--- config.mk ---
export PLATFORM = sky130hd
export DESIGN_NAME = dmem_lsu
export DESIGN_NICKNAME = d
export VERILOG_FILES = /design/src/rtl/dmem_lsu.sv
export SDC_FILE = /design/constraint.sdc
export NUM_CORES = 1
export LEC_CHECK = 0
export CAP_MARGIN = 20
export CORE_MARGIN = 4
export CORE_UTILIZATION = 47
export DETAILED_ROUTE_END_ITERATION = 10
export PLACE_DENSITY_LB_ADDON = 0.2
export SLEW_MARGIN = 20
export SYNTH_ARGS = -nofsm -noshare
export SYNTH_HDL_FRONTEND = slang
export SYNTH_SLANG_ARGS = --single-unit
--- constraint.sdc ---
create_clock -name clock -period 2.97 [get_ports clock]
set_input_delay 0.891 -clock clock [delete_from_list [all_inputs] [get_ports clock]]
set_output_delay 0.891 -clock clock [all_outputs]
set_load 0.01 [all_outputs]
--- src/rtl/dmem_lsu.sv ---
// Load/store unit: turns core data-memory accesses into word-aligned valid/ready bus transactions.
// Optional build macro LSU_MISALIGN_TRAP_EN traps misaligned H/W accesses instead of issuing them.
module dmem_lsu #(
  parameter int TIMEOUT = 16,
  parameter int CNT_W   = 5
) (
  input  logic        clock,
  input  logic        reset_n,
  input  logic [31:0] dmem_rw_addr,
  input  logic [31:0] rs2_data,
  input  logic        dmem_w_en,
  input  logic        ld_en,
  input  logic [2:0]  funct3,
  output logic [31:0] dmem_r_data,
  output logic        stall,
  output logic        lsu_err,
  output logic        bus_req,
  output logic        bus_we,
  output logic [31:0] bus_addr,
  output logic [31:0] bus_wdata,
  output logic [3:0]  bus_be,
  input  logic        bus_ready,
  input  logic [31:0] bus_rdata,
  input  logic        bus_rvalid,
  output logic [1:0]  dbg_state
);

  // Handshake: a request transfers in a cycle where bus_req && bus_ready; bus_req and all
  // bus_* outputs hold steady until then. Read data transfers in any cycle with bus_rvalid
  // after (or together with) that acceptance.
  typedef enum logic [1:0] {
    S_IDLE = 2'd0,
    S_REQ  = 2'd1,
    S_WAIT = 2'd2,
    S_DONE = 2'd3
  } state_t;

  state_t           state_q, state_d;
  logic [CNT_W-1:0] cnt_q;
  logic [1:0]       off_q;
  logic [1:0]       size_q;
  logic             uns_q;
  logic             start, trap, capture, timeout, misalign, cnt_expired, stall_c;
  logic [3:0]       be_in;
  logic [31:0]      wdata_in;
  logic [1:0]       shift;
  logic [31:0]      shifted, load_ext;

  // funct3[1:0]: 00 byte, 01 half, 1x word (unused codes fall into word)
  always_comb begin
    be_in    = 4'b1111;
    wdata_in = rs2_data;
    case (funct3[1:0])
      2'b00: begin
        be_in    = 4'b0001 << dmem_rw_addr[1:0];
        wdata_in = {4{rs2_data[7:0]}};
      end
      2'b01: begin
        be_in    = 4'b0011 << {dmem_rw_addr[1], 1'b0};
        wdata_in = {2{rs2_data[15:0]}};
      end
      default: ;
    endcase
  end

`ifdef LSU_MISALIGN_TRAP_EN
  assign misalign = ((funct3[1:0] == 2'b01) && dmem_rw_addr[0]) ||
                    (funct3[1] && (dmem_rw_addr[1:0] != 2'b00));
`else
  assign misalign = 1'b0;
`endif

  // Halfwords ignore addr[0] and words ignore addr[1:0] when extracting read data
  always_comb begin
    case (size_q)
      2'b00:   shift = off_q;
      2'b01:   shift = {off_q[1], 1'b0};
      default: shift = 2'b00;
    endcase
    shifted = bus_rdata >> {shift, 3'b000};
    case (size_q)
      2'b00:   load_ext = uns_q ? {24'h0, shifted[7:0]}  : {{24{shifted[7]}}, shifted[7:0]};
      2'b01:   load_ext = uns_q ? {16'h0, shifted[15:0]} : {{16{shifted[15]}}, shifted[15:0]};
      default: load_ext = shifted;
    endcase
  end

  assign cnt_expired = (cnt_q == CNT_W'(TIMEOUT - 1));

  always_ff @(posedge clock or negedge reset_n) begin
    if (!reset_n) state_q <= S_IDLE;
    else          state_q <= state_d;
  end

  // Completion in the final allowed cycle wins over the timeout
  always_comb begin
    state_d = state_q;
    stall_c = 1'b0;
    start   = 1'b0;
    trap    = 1'b0;
    capture = 1'b0;
    timeout = 1'b0;
    case (state_q)
      S_IDLE: begin
        if (ld_en || dmem_w_en) begin
          stall_c = 1'b1;
          if (misalign) begin
            trap    = 1'b1;
            state_d = S_DONE;
          end else begin
            start   = 1'b1;
            state_d = S_REQ;
          end
        end
      end
      S_REQ: begin
        stall_c = 1'b1;
        if (bus_ready) begin
          if (bus_we) begin
            state_d = S_DONE;
          end else if (bus_rvalid) begin
            capture = 1'b1;
            state_d = S_DONE;
          end else begin
            state_d = S_WAIT;
          end
        end else if (cnt_expired) begin
          timeout = 1'b1;
          state_d = S_DONE;
        end
      end
      S_WAIT: begin
        stall_c = 1'b1;
        if (bus_rvalid) begin
          capture = 1'b1;
          state_d = S_DONE;
        end else if (cnt_expired) begin
          timeout = 1'b1;
          state_d = S_DONE;
        end
      end
      S_DONE:  state_d = S_IDLE;
      default: state_d = S_IDLE;
    endcase
  end

  assign stall     = stall_c & reset_n;
  assign dbg_state = state_q;

  always_ff @(posedge clock or negedge reset_n) begin
    if (!reset_n) begin
      bus_req     <= 1'b0;
      bus_we      <= 1'b0;
      bus_addr    <= 32'h0;
      bus_wdata   <= 32'h0;
      bus_be      <= 4'b0000;
      dmem_r_data <= 32'h0;
      lsu_err     <= 1'b0;
      cnt_q       <= '0;
      off_q       <= 2'b00;
      size_q      <= 2'b00;
      uns_q       <= 1'b0;
    end else begin
      lsu_err <= trap | timeout;
      if (start) begin
        cnt_q <= '0;
      end else if (state_q == S_REQ || state_q == S_WAIT) begin
        cnt_q <= cnt_q + CNT_W'(1);
      end
      if (start) begin
        bus_req   <= 1'b1;
        bus_we    <= dmem_w_en;
        bus_addr  <= {dmem_rw_addr[31:2], 2'b00};
        bus_wdata <= wdata_in;
        bus_be    <= be_in;
        off_q     <= dmem_rw_addr[1:0];
        size_q    <= funct3[1:0];
        uns_q     <= funct3[2];
      end else if (state_q == S_REQ && (bus_ready || timeout)) begin
        bus_req <= 1'b0;
      end
      if (capture) begin
        dmem_r_data <= load_ext;
      end else if (timeout && !bus_we) begin
        dmem_r_data <= 32'h0;
      end
    end
  end

endmodule
==> summary.md <==
| Metric | Value |
|---|---|
| Outcome | finished, final reports clean |
| Area of the multi-input gates | 2310 µm² |
| Core Region | roughly 11000 µm² |
| DIE WIDTH | 115 µm |
| Critical Path Stages | 5 |
| Hold Fails Final Rpt | 0 |
| Number of synthesized flops with an enable pin | 0 |
| CP delay by family, top | buffers and inverters |
| Post-DP HPWL | about 12 mm |
| Initial antenna violation count | 0 |
| Max Clk Rate | ~360 MHz |
| Rows | 38 |
| Final setup vio count | 0 |
| Io pins | approximately 210 |
| Setup tns final | 0 ns |
| Top post-synthesis cells by area | dfrtp_1 53%, nand2_1 14%, mux2i_1 4.7%, a21oi_1 4.0%, o21ai_0 3.5% |
| Cell Area, Synth | about 5300 µm² |
| Fillers | 810 |
| Sw Pwr | between 3 and 4 mW |
| Crit-path cells | clkdlybuf4s50_1, o21a_2, nor2_1, nor3b_1, clkbuf_2 |
| Combinational power share | 44.2% |
| IO buf count | between 200 and 250 |
| Sequential area share after synthesis | between 50% and 60% |
| Reg2reg path depth | 8 |
| Synthesized area per cell | approximately 9 µm² |
| Total global-route track usage | between 20% and 30% |
| Vias per inst | about 5.4 |
| Internal power | ~5.7 mW |
| Slack of the critical path | 0.167 ns |
| Largest net degree at the start of global routing | 64 |
| Peak supply drop | 0.000618 V |
| Primary FF master, synth | dfrtp_1 |
| TritonCTS clock tree | yes |
| Place WS | -0.234 ns |
| First-pass GRT wire length | between 20 and 30 mm |
| Global placer's final weighted congestion | roughly 0.86 |
| Leak pwr | between 3 and 4 nW |
| Flops & latches, synth | roughly 110 |
| Placed cell count | between 900 and 1000 |
| Hold/Removal Path Class | reg -> reg |
| Worst-path maximum fanout | 2 |
| Vias in the first global route | between 5000 and 6000 |
| Pre-antenna DRT Iters | 5 |
| Initial drt markers | around 410 |
| Via count | 5077 |
| Die Ht | around 110 µm |
| Root buf cell | clkbuf_16 |
| Clock Skews | 0.0125 ns |
| Crit start category | input port |
| CP bufs+invs | 2 |
| Worst-skew pair later-pin latency | between 0.4 and 0.5 ns |
| Final net count | between 900 and 1000 |
| Share of layout cells above drive strength 1 | 9.83% |
| Yosys warnings | 0 |
| Synth cell types | 50 |
| Async set-reset flop share out of synthesis | 100% |
| CP Data Arrival Time | about 1.9 ns |
| DR WL/cell | around 17 µm |
| Effective utilization at floorplan | roughly 50% |
| Slew margin rel. | about 48% |
| Sequential Area | between 2000 and 3000 µm² |
| CP endpoint kind | output port |
| Total power | roughly 8.8 mW |
| CTS Buf Count | 17 |
| CTS Sinks | between 100 and 150 |
| Die ar. | 13200 µm² |
| CTS clk-pin slew, worst paths | around 0.060 ns |
| Slew Limit Fails | 0 |
| RSZ-0062 raised after global routing | false |
| GRT overflow | 0 |
| Max incr delay on CP | 0.49 ns |
| Min Clock Period, post-route | about 2.8 ns |
| DRC Markers | 0 |
| Slowest CP cell | clkdlybuf4s50_1 |
| CTS Buffer Depth | 2 |
| Ant diodes | 0 |
| Pwr dens | about 1100 nW/µm² |
| Worst Max-Slew Pin Slew | 0.786 ns |
| Post-route insts no fill | approximately 940 |
| Worst hold path depth | 2 |
| Switching share of power | a little over a third |
| Worst Path Required | 2.08 ns |
| Period utilization | between 90 and 100% |
| Yosys top cell by area | dfrtp_1 |
| Number of max-cap violations | 0 |
| Reg power frac | between 30% and 40% |
| Syn Inst Count | between 500 and 600 |
| Routed Antenna Nets | 0 |
| Clock share of power | between 20 and 25% |
| Worst setup path class | in -> out |
| Yosys top cell area share | between 50 and 60% |
| Wirelength, routed | roughly 16 mm |
| Area Growth Syn to Fin | 53.3% |
| H-tree depth | 4 |
| Final core utilization | about three quarters |
## cell families (layout without fill, tap and decap cells)
kind of cell | after synthesis | in the layout | share of synthesized area (%)
simple gates | 245 | 245 | 18.5
compound gates | 130 | 130 | 15.4
flops | 113 | 113 | 52.9
buf+inv | 50 | 269 | 4.30
mux | 35 | 35 | 6.78
fa+ha+maj | 7 | 7 | 1.64
xor+xnor | 3 | 3 | 0.491
other cells | 1 | 2 | 0.0701
## stage by stage
stage	area (µm²)	hold slack, ns
finish	8200	0.473
global route	8200	0.493
CTS	8200	0.476
detailed placement	7570	0.463
global placement	7570	0.457
floorplan	5350	0.490
## placed cells by master (no fill, tap or decap), drive strengths merged, types with 2 or more instances in the layout
cell,instances
clkdlybuf4s50,206
nand2,201
dfrtp,113
a21oi,54
o21ai,48
mux2i,25
clkbuf,21
buf,19
nor2,19
inv,11
mux2,10
a32oi,8
nand3,8
a32o,7
ha,7
clkinv,5
nand2b,4
bufinv,4
clkinvlp,3
nor3b,3
a31oi,2
xor2,2
or3,2
conb,2
a211oi,2
## registers in the layout (all words and copies together), names as in the netlist
name / flops
bus_addr: 30
bus_be: 4
bus_req: 1
bus_wdata: 32
bus_we: 1
cnt_q: 5
dbg_state: 2
dmem_r_data: 32
lsu_err: 1
off_q: 2
size_q: 2
uns_q: 1
## worst paths after layout
| kind | from | to | slack, ns |
|---|---|---|---|
| max in group asynchronous | reset_n | bus_addr[18] | 1.04 |
| max | dmem_w_en | stall | 0.17 |
| min | bus_wdata[1] | bus_wdata[1] | 0.47 |
| min reg2reg | bus_wdata[1] | bus_wdata[1] | 0.47 |
| max reg2reg | dbg_state[1] | dmem_r_data[17] | 0.70 |
| min in group asynchronous | reset_n | bus_wdata[26] | 0.68 |
## cells in the mapped netlist (2+ instances only)
cell type / instances
a32oi_1: 8
or3_1: 2
nand2_1: 201
nand3_1: 8
mux2_2: 9
a21oi_2: 11
a32o_1: 7
nand2b_1: 4
buf_6: 3
clkbuf_1: 23
ha_1: 7
a31oi_1: 2
buf_4: 2
dfrtp_1: 113
o21ai_1: 10
buf_2: 9
o21ai_0: 37
a21oi_1: 43
mux2i_1: 25
xor2_1: 2
nor3b_1: 2
nor2_1: 18
inv_1: 11
## worst reg2reg max path, stage by stage (launching register included)
cell and delay (ns):
dfrtp_1 0.44, inv_1 0.11, ha_1 0.33, buf_4 0.18, nand2_1 0.12, a21o_1 0.33
a311oi_4 0.25, buf_4 0.30, a21oi_1 0.11
## power groups by stage
stage	clock network, mW	registers (mW)	logic [mW]
after floorplan	0	3.00	1.63
after global placement	0	2.71	3.80
after detailed placement	0	2.76	3.91
after CTS	2.20	2.76	3.94
after global routing	2.29	2.84	4.26
final	2.17	2.75	3.90
## final cells by class
| type | count | share of cell area (%) |
|---|---|---|
| Timing Repair Buffer | 226 | 26.9 |
| Sequential cell | 113 | 34.5 |
| Clock inverter | 12 | 2.23 |
| Tap cell | 140 | 2.14 |
| Clock buffer | 20 | 5.57 |
| Inverter | 11 | 0.504 |
| Multi-Input combinational cell | 422 | 28.1 |
## metal layers
layer | vias up | GRT usage, % | wire [µm] | share of wire (%)
met4 | 0 | 8.23 | 322 | 2.0
met1 | 2447 | 30.2 | 6330 | 39
met2 | 224 | 41.6 | 8120 | 50
met5 | - | 0 | 0 | 0
li1 | 2380 | - | - | -
met3 | 26 | 8.40 | 1520 | 9.3
## repair_timing
action,in CTS,in global routing
gates cloned,0,0
gates resized for setup,1,2
hold endpoints to repair,0,0
hold buffers,0,0
setup endpoints to repair,1,1
setup buffers,0,0
No activity file was read; power rests on OpenSTA's default activity.
